<file path="config.mk">
export PLATFORM = sky130hd
export DESIGN_NAME = ddc_accum_flat
export DESIGN_NICKNAME = d
export VERILOG_FILES = /design/src/rtl/ddc_pkg.sv /design/src/rtl/ddc_accum_if.sv /design/src/rtl/sync_fifo_axis.sv /design/src/rtl/ddc_accum.sv /design/src/flat_wrapper.sv
export SDC_FILE = /design/constraint.sdc
export NUM_CORES = 2
export LEC_CHECK = 0
export ABC_CLOCK_PERIOD_IN_PS = 42500
export CAP_MARGIN = 40
export CORE_ASPECT_RATIO = 1.1
export CORE_MARGIN = 2
export CORE_UTILIZATION = 45
export CTS_CLUSTER_SIZE = 24
export DETAILED_ROUTE_END_ITERATION = 7
export GPL_TIMING_DRIVEN = 0
export PLACE_DENSITY = 0.62
export SYNTH_ARGS = -nofsm -noshare
export SYNTH_HDL_FRONTEND = slang
export SYNTH_SLANG_ARGS = --single-unit
</file>
<file path="constraint.sdc">
create_clock -name s_axis_aclk -period 42.5 [get_ports s_axis_aclk]
set_input_delay 12.75 -clock s_axis_aclk [delete_from_list [all_inputs] [get_ports s_axis_aclk]]
set_output_delay 12.75 -clock s_axis_aclk [all_outputs]
set_load 0.005 [all_outputs]
</file>
<file path="src/rtl/ddc_pkg.sv">
// Shared widths, output field offsets and state encoding for the DDC accumulator.
package ddc_pkg;

  localparam int unsigned IN_RES         = 30;
  localparam int unsigned ACC_WIDTH      = 48;
  localparam int unsigned LEN_WIDTH      = 16;
  localparam int unsigned FCNT_WIDTH     = 16;
  localparam int unsigned DEF_FIFO_DEPTH = 4;

  localparam int unsigned IN_WIDTH  = 64;
  localparam int unsigned OUT_WIDTH = 128;

  // Input sample layout
  localparam int unsigned I_IN_LSB = 0;
  localparam int unsigned Q_IN_LSB = 32;

  // Output beat layout
  localparam int unsigned I_LSB    = 0;
  localparam int unsigned Q_LSB    = 48;
  localparam int unsigned FCNT_LSB = 96;

  typedef enum logic {
    IDLE,
    RUN
  } state_t;

endpackage

</file>
<file path="src/rtl/ddc_accum_if.sv">
// Generic AXI-Stream channel (tdata/tvalid/tready) with master/slave views.
interface ddc_accum_if #(
  parameter int unsigned WIDTH = 64
);

  logic [WIDTH-1:0] tdata;
  logic             tvalid;
  logic             tready;

  modport master (output tdata, output tvalid, input tready);
  modport slave  (input tdata, input tvalid, output tready);

endinterface

</file>
<file path="src/rtl/sync_fifo_axis.sv">
// Single-clock FIFO with a write strobe, a full flag and an AXIS read port.
module sync_fifo_axis #(
  parameter int unsigned WIDTH = 128,
  parameter int unsigned DEPTH = 4
) (
  input  logic             clk,
  input  logic             rst,
  input  logic             wr_en,
  input  logic [WIDTH-1:0] wr_data,
  output logic             full,
  output logic [WIDTH-1:0] m_tdata,
  output logic             m_tvalid,
  input  logic             m_tready
);

  localparam int unsigned AW = $clog2(DEPTH);

  logic [WIDTH-1:0] mem [DEPTH];
  logic [AW-1:0]    wr_ptr;
  logic [AW-1:0]    rd_ptr;
  logic [AW:0]      cnt;
  logic             pop;
  logic             push;

  assign full     = (cnt == (AW+1)'(DEPTH));
  assign m_tvalid = (cnt != '0);
  assign m_tdata  = mem[rd_ptr];
  assign pop      = m_tvalid && m_tready;
  // A pop in the same cycle frees a slot, so a push into a full FIFO still lands.
  assign push     = wr_en && (!full || pop);

  // Storage, pointers and occupancy; contents cleared so tdata reads 0 after reset.
  always_ff @(posedge clk or posedge rst) begin
    if (rst) begin
      for (int unsigned k = 0; k < DEPTH; k++) mem[k] <= '0;
      wr_ptr <= '0;
      rd_ptr <= '0;
      cnt    <= '0;
    end else begin
      if (push) begin
        mem[wr_ptr] <= wr_data;
        wr_ptr      <= wr_ptr + AW'(1);
      end
      if (pop) rd_ptr <= rd_ptr + AW'(1);
      case ({push, pop})
        2'b10:   cnt <= cnt + (AW+1)'(1);
        2'b01:   cnt <= cnt - (AW+1)'(1);
        default: cnt <= cnt;
      endcase
    end
  end

endmodule

</file>
<file path="src/rtl/ddc_accum.sv">
// Integrates N IQ samples into 48-bit sums, tags each with a frame count and
// queues one beat per frame on a buffered AXIS master; drops frames when full.
module ddc_accum
  import ddc_pkg::*;
#(
  parameter int unsigned FIFO_DEPTH = DEF_FIFO_DEPTH
) (
  input  logic                   s_axis_aclk,
  input  logic                   rst,
  ddc_accum_if.slave             s_axis_ddc,
  ddc_accum_if.slave             s_axis_len,
  input  logic                   resync,
  ddc_accum_if.master            m_axis,
  output logic                   overflow,
  output logic [15:0]            drop_count
);

  if (ACC_WIDTH < IN_RES + LEN_WIDTH) begin : g_width_check
    $error("ACC_WIDTH too small to hold a full-length sum");
  end

  state_t state_q, state_d;
  logic   restart;

  logic [LEN_WIDTH-1:0]        pend_len_q;
  logic [LEN_WIDTH-1:0]        len_q;
  logic [LEN_WIDTH-1:0]        cnt_q;
  logic [LEN_WIDTH-1:0]        eff_len;
  logic [LEN_WIDTH-1:0]        base_cnt;
  logic signed [ACC_WIDTH-1:0] acc_i_q, acc_q_q;
  logic signed [ACC_WIDTH-1:0] smp_i, smp_q;
  logic signed [ACC_WIDTH-1:0] base_i, base_q;
  logic signed [ACC_WIDTH-1:0] sum_i, sum_q;
  logic [FCNT_WIDTH-1:0]       fcnt_q;
  logic                        frame_done;
  logic [OUT_WIDTH-1:0]        beat;
  logic                        emit_q;
  logic [OUT_WIDTH-1:0]        emit_data_q;
  logic                        fifo_full;
  logic                        pop;
  logic                        drop;
  logic                        unused_pad;

  assign s_axis_ddc.tready = 1'b1;
  assign s_axis_len.tready = 1'b1;
  assign unused_pad = ^{s_axis_ddc.tdata[IN_WIDTH-1:Q_IN_LSB+IN_RES],
                        s_axis_ddc.tdata[Q_IN_LSB-1:I_IN_LSB+IN_RES]};

  // State register.
  always_ff @(posedge s_axis_aclk or posedge rst) begin
    if (rst) state_q <= IDLE;
    else     state_q <= state_d;
  end

  // Next state: leave IDLE on the first sample or resync; RUN is terminal.
  always_comb begin
    state_d = state_q;
    if (state_q == IDLE && (s_axis_ddc.tvalid || resync)) state_d = RUN;
  end

  // FSM output: start a fresh frame with the pending length this cycle.
  always_comb begin
    restart = 1'b0;
    if (state_q == IDLE || resync) restart = 1'b1;
  end

  // Sign-extend samples and form the frame base and running sums.
  // A restart replaces the partial frame before the current sample is added,
  // which also covers resync coinciding with a frame completion.
  always_comb begin
    smp_i      = {{(ACC_WIDTH-IN_RES){s_axis_ddc.tdata[I_IN_LSB+IN_RES-1]}},
                  s_axis_ddc.tdata[I_IN_LSB +: IN_RES]};
    smp_q      = {{(ACC_WIDTH-IN_RES){s_axis_ddc.tdata[Q_IN_LSB+IN_RES-1]}},
                  s_axis_ddc.tdata[Q_IN_LSB +: IN_RES]};
    eff_len    = restart ? pend_len_q : len_q;
    base_cnt   = restart ? '0 : cnt_q;
    base_i     = restart ? '0 : acc_i_q;
    base_q     = restart ? '0 : acc_q_q;
    sum_i      = base_i + smp_i;
    sum_q      = base_q + smp_q;
    frame_done = s_axis_ddc.tvalid && (base_cnt == eff_len - LEN_WIDTH'(1));
  end

  // Pack the completed frame into the output beat layout.
  always_comb begin
    beat = '0;
    beat[I_LSB    +: ACC_WIDTH]  = sum_i;
    beat[Q_LSB    +: ACC_WIDTH]  = sum_q;
    beat[FCNT_LSB +: FCNT_WIDTH] = fcnt_q;
  end

  // Pending length capture; zero is coerced to one.
  always_ff @(posedge s_axis_aclk or posedge rst) begin
    if (rst) begin
      pend_len_q <= LEN_WIDTH'(1);
    end else if (s_axis_len.tvalid) begin
      pend_len_q <= (s_axis_len.tdata == '0) ? LEN_WIDTH'(1) : s_axis_len.tdata;
    end
  end

  // Accumulators, sample counter, active length and frame counter.
  always_ff @(posedge s_axis_aclk or posedge rst) begin
    if (rst) begin
      acc_i_q <= '0;
      acc_q_q <= '0;
      cnt_q   <= '0;
      len_q   <= LEN_WIDTH'(1);
      fcnt_q  <= '0;
    end else if (s_axis_ddc.tvalid) begin
      if (frame_done) begin
        acc_i_q <= '0;
        acc_q_q <= '0;
        cnt_q   <= '0;
        len_q   <= pend_len_q;
        fcnt_q  <= fcnt_q + FCNT_WIDTH'(1);
      end else begin
        acc_i_q <= sum_i;
        acc_q_q <= sum_q;
        cnt_q   <= base_cnt + LEN_WIDTH'(1);
        len_q   <= eff_len;
      end
    end else if (resync) begin
      acc_i_q <= '0;
      acc_q_q <= '0;
      cnt_q   <= '0;
      len_q   <= pend_len_q;
    end
  end

  // Register the completed sum; it enters the FIFO on the following edge.
  always_ff @(posedge s_axis_aclk or posedge rst) begin
    if (rst) begin
      emit_q      <= 1'b0;
      emit_data_q <= '0;
    end else begin
      emit_q <= frame_done;
      if (frame_done) emit_data_q <= beat;
    end
  end

  sync_fifo_axis #(
    .WIDTH (OUT_WIDTH),
    .DEPTH (FIFO_DEPTH)
  ) u_fifo (
    .clk      (s_axis_aclk),
    .rst      (rst),
    .wr_en    (emit_q),
    .wr_data  (emit_data_q),
    .full     (fifo_full),
    .m_tdata  (m_axis.tdata),
    .m_tvalid (m_axis.tvalid),
    .m_tready (m_axis.tready)
  );

  assign pop  = m_axis.tvalid && m_axis.tready;
  assign drop = emit_q && fifo_full && !pop;

  // Sticky overflow flag and saturating drop counter.
  always_ff @(posedge s_axis_aclk or posedge rst) begin
    if (rst) begin
      overflow   <= 1'b0;
      drop_count <= '0;
    end else if (drop) begin
      overflow <= 1'b1;
      if (drop_count != '1) drop_count <= drop_count + 16'd1;
    end
  end

endmodule

</file>
<file path="src/flat_wrapper.sv">
// flat-port wrapper written by rule: the top's interface ports become plain ports
module ddc_accum_flat import ddc_pkg::*;
#(
  parameter int unsigned FIFO_DEPTH = DEF_FIFO_DEPTH
)
  (s_axis_aclk, rst, resync, overflow, drop_count, s_axis_ddc_tdata, s_axis_ddc_tvalid, s_axis_ddc_tready, s_axis_len_tdata, s_axis_len_tvalid, s_axis_len_tready, m_axis_tdata, m_axis_tvalid, m_axis_tready);
  ddc_accum_if #(.WIDTH(64)) s_axis_ddc_i ();
  ddc_accum_if #(.WIDTH(LEN_WIDTH)) s_axis_len_i ();
  ddc_accum_if #(.WIDTH(128)) m_axis_i ();
  input  logic s_axis_aclk;
  input  logic rst;
  input  logic resync;
  output logic overflow;
  output logic [15:0] drop_count;
  input wire logic [$bits(s_axis_ddc_i.tdata)-1:0] s_axis_ddc_tdata;
  input wire logic [$bits(s_axis_ddc_i.tvalid)-1:0] s_axis_ddc_tvalid;
  output wire logic [$bits(s_axis_ddc_i.tready)-1:0] s_axis_ddc_tready;
  input wire logic [$bits(s_axis_len_i.tdata)-1:0] s_axis_len_tdata;
  input wire logic [$bits(s_axis_len_i.tvalid)-1:0] s_axis_len_tvalid;
  output wire logic [$bits(s_axis_len_i.tready)-1:0] s_axis_len_tready;
  output wire logic [$bits(m_axis_i.tdata)-1:0] m_axis_tdata;
  output wire logic [$bits(m_axis_i.tvalid)-1:0] m_axis_tvalid;
  input wire logic [$bits(m_axis_i.tready)-1:0] m_axis_tready;
  assign s_axis_ddc_i.tdata = s_axis_ddc_tdata;
  assign s_axis_ddc_i.tvalid = s_axis_ddc_tvalid;
  assign s_axis_ddc_tready = s_axis_ddc_i.tready;
  assign s_axis_len_i.tdata = s_axis_len_tdata;
  assign s_axis_len_i.tvalid = s_axis_len_tvalid;
  assign s_axis_len_tready = s_axis_len_i.tready;
  assign m_axis_tdata = m_axis_i.tdata;
  assign m_axis_tvalid = m_axis_i.tvalid;
  assign m_axis_i.tready = m_axis_tready;
  ddc_accum #(.FIFO_DEPTH(FIFO_DEPTH)) u_core (.s_axis_aclk(s_axis_aclk), .rst(rst), .s_axis_ddc(s_axis_ddc_i), .s_axis_len(s_axis_len_i), .resync(resync), .m_axis(m_axis_i), .overflow(overflow), .drop_count(drop_count));
endmodule
</file>
==> flow_summary.json <==
{
  "initial_core_util": 0.4546,
  "synth.largest_area_cell": "dfrtp_1",
  "vdd_ir_drop_max_mv": 0.02100,
  "die_width_um": 278.5,
  "seq_power_share": 0.406,
  "post-cts-setup-buffers": 0,
  "clkPwrFrac": 0.392,
  "setup.worst_path.class": "in2reg",
  "critical-path-top-cell-by-count": "clkbuf_1",
  "p_total_mw": 1.869,
  "async_reset_ff_frac": 1.000,
  "synth_flop_cell": "dfrtp_1",
  "worstMarginPinSlew_ns": 0.9720,
  "drc": 0,
  "netlist_area_um2": 37290,
  "hold_violations": 0,
  "reg2regPathDepth": 20,
  "timing.hold.worst_path_depth": 1,
  "yosys.area_share.xor_xnor": 0.03523,
  "period_share": 0.4639,
  "yosys.area_share.adder": 0.03617,
  "share_of_synthesized_cell_area_in_and_or_nand_and_nor_gates": 0.09341,
  "place.gp.congestion": 0.9136,
  "hold_buffers": 0,
  "worst_setup_hold_path_clk_slew_ns": 0.06,
  "slowest_stage": "clkbuf_1",
  "synth.area.mux_share": 0.2190,
  "worst_clock_skew_ns": 0.04098,
  "timing_max_transition_violations_final": 0,
  "portion_of_the_post_synthesis_area_used_by_sequential_elements": 0.5007,
  "cts_inserted_buffers": 82,
  "grt_overflow_total": 0,
  "arrival_time_at_the_worst_endpoint_ns": 20.26,
  "floorplan.rows": 110,
  "crit_chain": "clkdlybuf4s50_1 -> nor2b_1 -> clkbuf_1 -> clkbuf_1 -> clkbuf_1 -> clkbuf_1 -> clkbuf_1 -> buf_6 -> clkbuf_1 -> and2_1 -> ha_1 -> nor2b_1 -> o2111ai_1 -> a21boi_0 -> a31o_2 -> a31o_2 -> o311ai_1 -> nor3_1 -> a2111oi_0 -> xnor2_1 -> mux2_2",
  "unique_masters_post_synth": 79,
  "critPathCaptureType": "register",
  "timing.slew.headroom": 0.3520,
  "synth_top_family_by_area": "multiplexers",
  "cts-htree-levels": 3,
  "number_of_drc_violations_after_detailed_routing_iteration_0": 1883,
  "design.final.nets": 3653,
  "synth_edf_count": 0,
  "synth.top_cells.by_area": "dfrtp_1, mux2_2, mux4_2",
  "top_count_cell_post_synth": "dfrtp_1",
  "synth.yosys.warnings": 0,
  "standard_cell_core_area_um2": 82030,
  "grt_use_total": 0.2348,
  "cts_resized": 0,
  "static-leakage-power_nw": 20.69,
  "rsz_0062_raised_after_global_routing": "false",
  "area_growth_pct": 18.34,
  "switching_part_of_the_total_power": 0.2905,
  "setup.worst_path.start_class": "input pin",
  "antenna_violating_nets_post_route": 0,
  "regToRegStartpoint": "u_core.state_q$_DFFE_PP0P_",
  "power_per_cell_area_nw_per_um2": 42.35,
  "setup_tns_ns": 0,
  "port_buffers": 210,
  "worst_skew_pair.late_latency_ns": 0.66,
  "design.die.area_um2": 85190,
  "worstHoldPathType": "reg2reg",
  "grt_first_pass_wirelength_um": 155600,
  "drt-vias-per-instance": 5.702,
  "drv.max_cap_violation_count": 0,
  "antenna_found_initial": 2,
  "rrSetupSlack_ns": 35.06,
  "slowest_delay_ns": 0.74,
  "post-route-min-period_ns": 19.72,
  "via_count": 26180,
  "post_drt_wl_per_cell_um": 21.74,
  "postSynthAreaPerCell_um2": 11.97,
  "synth_area_in_compound_gates": 0.08979,
  "switching_power_uw": 542.9,
  "min_delay_worst_endpoint": "u_core.overflow$_DFFE_PP0P_",
  "internal_power_of_the_cells_mw": 1.326,
  "ctsLongestPathBuffers": 3,
  "top_level_ports": 234,
  "clock-root-buffer": "clkbuf_16",
  "setup_viol": 0,
  "power_frac_comb": 0.202,
  "ff_latch_count_synth": 746,
  "result_of_the_run": "completed",
  "postRouteWirelength_um": 99820,
  "synth.top_cells.by_count": "dfrtp_1, mux2_2, nand2_1",
  "timing.fmax_mhz": 50.72,
  "place_hpwl_um": 73300,
  "die_height_um": 305.9,
  "post_route_cells_drive_above_1_share": 0.2286,
  "synthCells": 3116,
  "worstPathRequired_ns": 43.04,
  "tritoncts_num_sinks": 746,
  "synth_top_area_frac": 0.4993,
  "grt_pass1_vias": 26980,
  "firstDrtPassIters": 7,
  "timing.critical_path.fanout_max": 10,
  "grt_start_max_net_pins": 134,
  "critical_path.reg2reg.endpoint": "u_core.emit_data_q[92]$_DFFE_PP0P_",
  "hp-start": "u_core.overflow$_DFFE_PP0P_",
  "tritoncts": "done",
  "post-route-util": 0.5380
}
==> power groups by stage <==
stage          clock [mW]  combinational [mW]  sequential [mW]
6_report            0.732               0.378            0.758
5_1_grt             0.778               0.415            0.762
4_1_cts             0.749               0.381            0.758
3_5_place_dp            0               0.379            0.771
3_3_place_gp            0               0.353            0.771
2_1_floorplan           0               0.259            0.765
==> stage by stage <==
| step | area (µm²) | hold slack [ns] | setup WS [ns] | cells |
|---|---|---|---|---|
| global placement | 40780 | 0.4450 | 1.871 | 4406 |
| detailed placement | 41300 | 0.4511 | 22.23 | 4440 |
| floorplan | 37350 | 0.4402 | 8.819 | 3132 |
| global route | 44130 | 0.4786 | 22.43 | 4591 |
| finish | 44130 | 0.4541 | 22.78 | 4592 |
| CTS | 44110 | 0.4619 | 22.91 | 4589 |
==> flip-flops by register name (all words and copies together) (netlist names) <==
name                  cells
u_core.u_fifo.mem       448
u_core.emit_data_q      112
u_core.acc_i_q           48
u_core.acc_q_q           48
u_core.cnt_q             16
u_core.drop_count        16
u_core.fcnt_q            16
u_core.len_q             16
u_core.pend_len_q        16
u_core.u_fifo.cnt         3
u_core.u_fifo.rd_ptr      2
u_core.u_fifo.wr_ptr      2
u_core.emit_q             1
u_core.overflow           1
u_core.state_q            1
==> worst max path at each step <==
stage          startpoint                                  to  slack, ns
5_1_grt            resync  u_core.emit_data_q[92]$_DFFE_PP0P_      22.43
6_report           resync  u_core.emit_data_q[92]$_DFFE_PP0P_      22.78
3_3_place_gp          rst   u_core.pend_len_q[13]$_DFFE_PP0P_       1.87
3_5_place_dp       resync  u_core.emit_data_q[92]$_DFFE_PP0P_      22.23
2_1_floorplan         rst       u_core.acc_i_q[0]$_DFFE_PP0N_       8.82
4_1_cts            resync  u_core.emit_data_q[92]$_DFFE_PP0P_      22.91
==> cell usage in the layout (no fill, tap or decap), types with 66 or more instances in the layout <==
master           count
clkbuf_16           83
mux4_2             112
clkdlybuf4s50_1    210
a21oi_1            108
ha_1               103
mux2_2             473
and2_1             102
nor2_1              79
clkbuf_1           159
dfrtp_1            744
xnor2_1             84
o21ai_0            189
xor2_1              66
nand2_1            357
==> cells by family (layout without fill, tap and decap cells) <==
group | Yosys count | in the layout
mux | 611 | 611
flops | 746 | 746
compound gates | 542 | 542
xor+xnor | 150 | 150
fa+ha+maj | 106 | 106
buf+inv | 230 | 624
other cells | 2 | 20
simple gates | 729 | 729
==> critical path: cells and delay by family <==
family,cells,cell delay [ns]
XOR/XNOR,1,0.19
AND/OR/NAND/NOR,4,0.66
adder cells (fa/ha/maj),1,0.27
AO/OA/AOI/OAI,6,2.34
multiplexers,1,0.30
buffers and inverters,8,3.72
==> per-layer routing <==
layer | wire length (µm) | up-vias | track usage
li1 | - | 11930 | -
met1 | 44060 | 13430 | 0.3179
met2 | 48120 | 660 | 0.3902
met3 | 4439 | 162 | 0.03124
met4 | 3196 | 0 | 0.08165
met5 | 0 | - | 0
==> layout make-up <==
type,instances,area [µm²]
clock inverter,32,409.1
antenna,2,5.005
tap,1064,1331
fill,6986,37900
buffer,191,805.8
inverter,39,153.9
clock buffer,117,2395
timing repair buffer,245,2630
multi-input combinational,2156,17730
sequential,746,18670
Power figures use the tool's default switching activity.
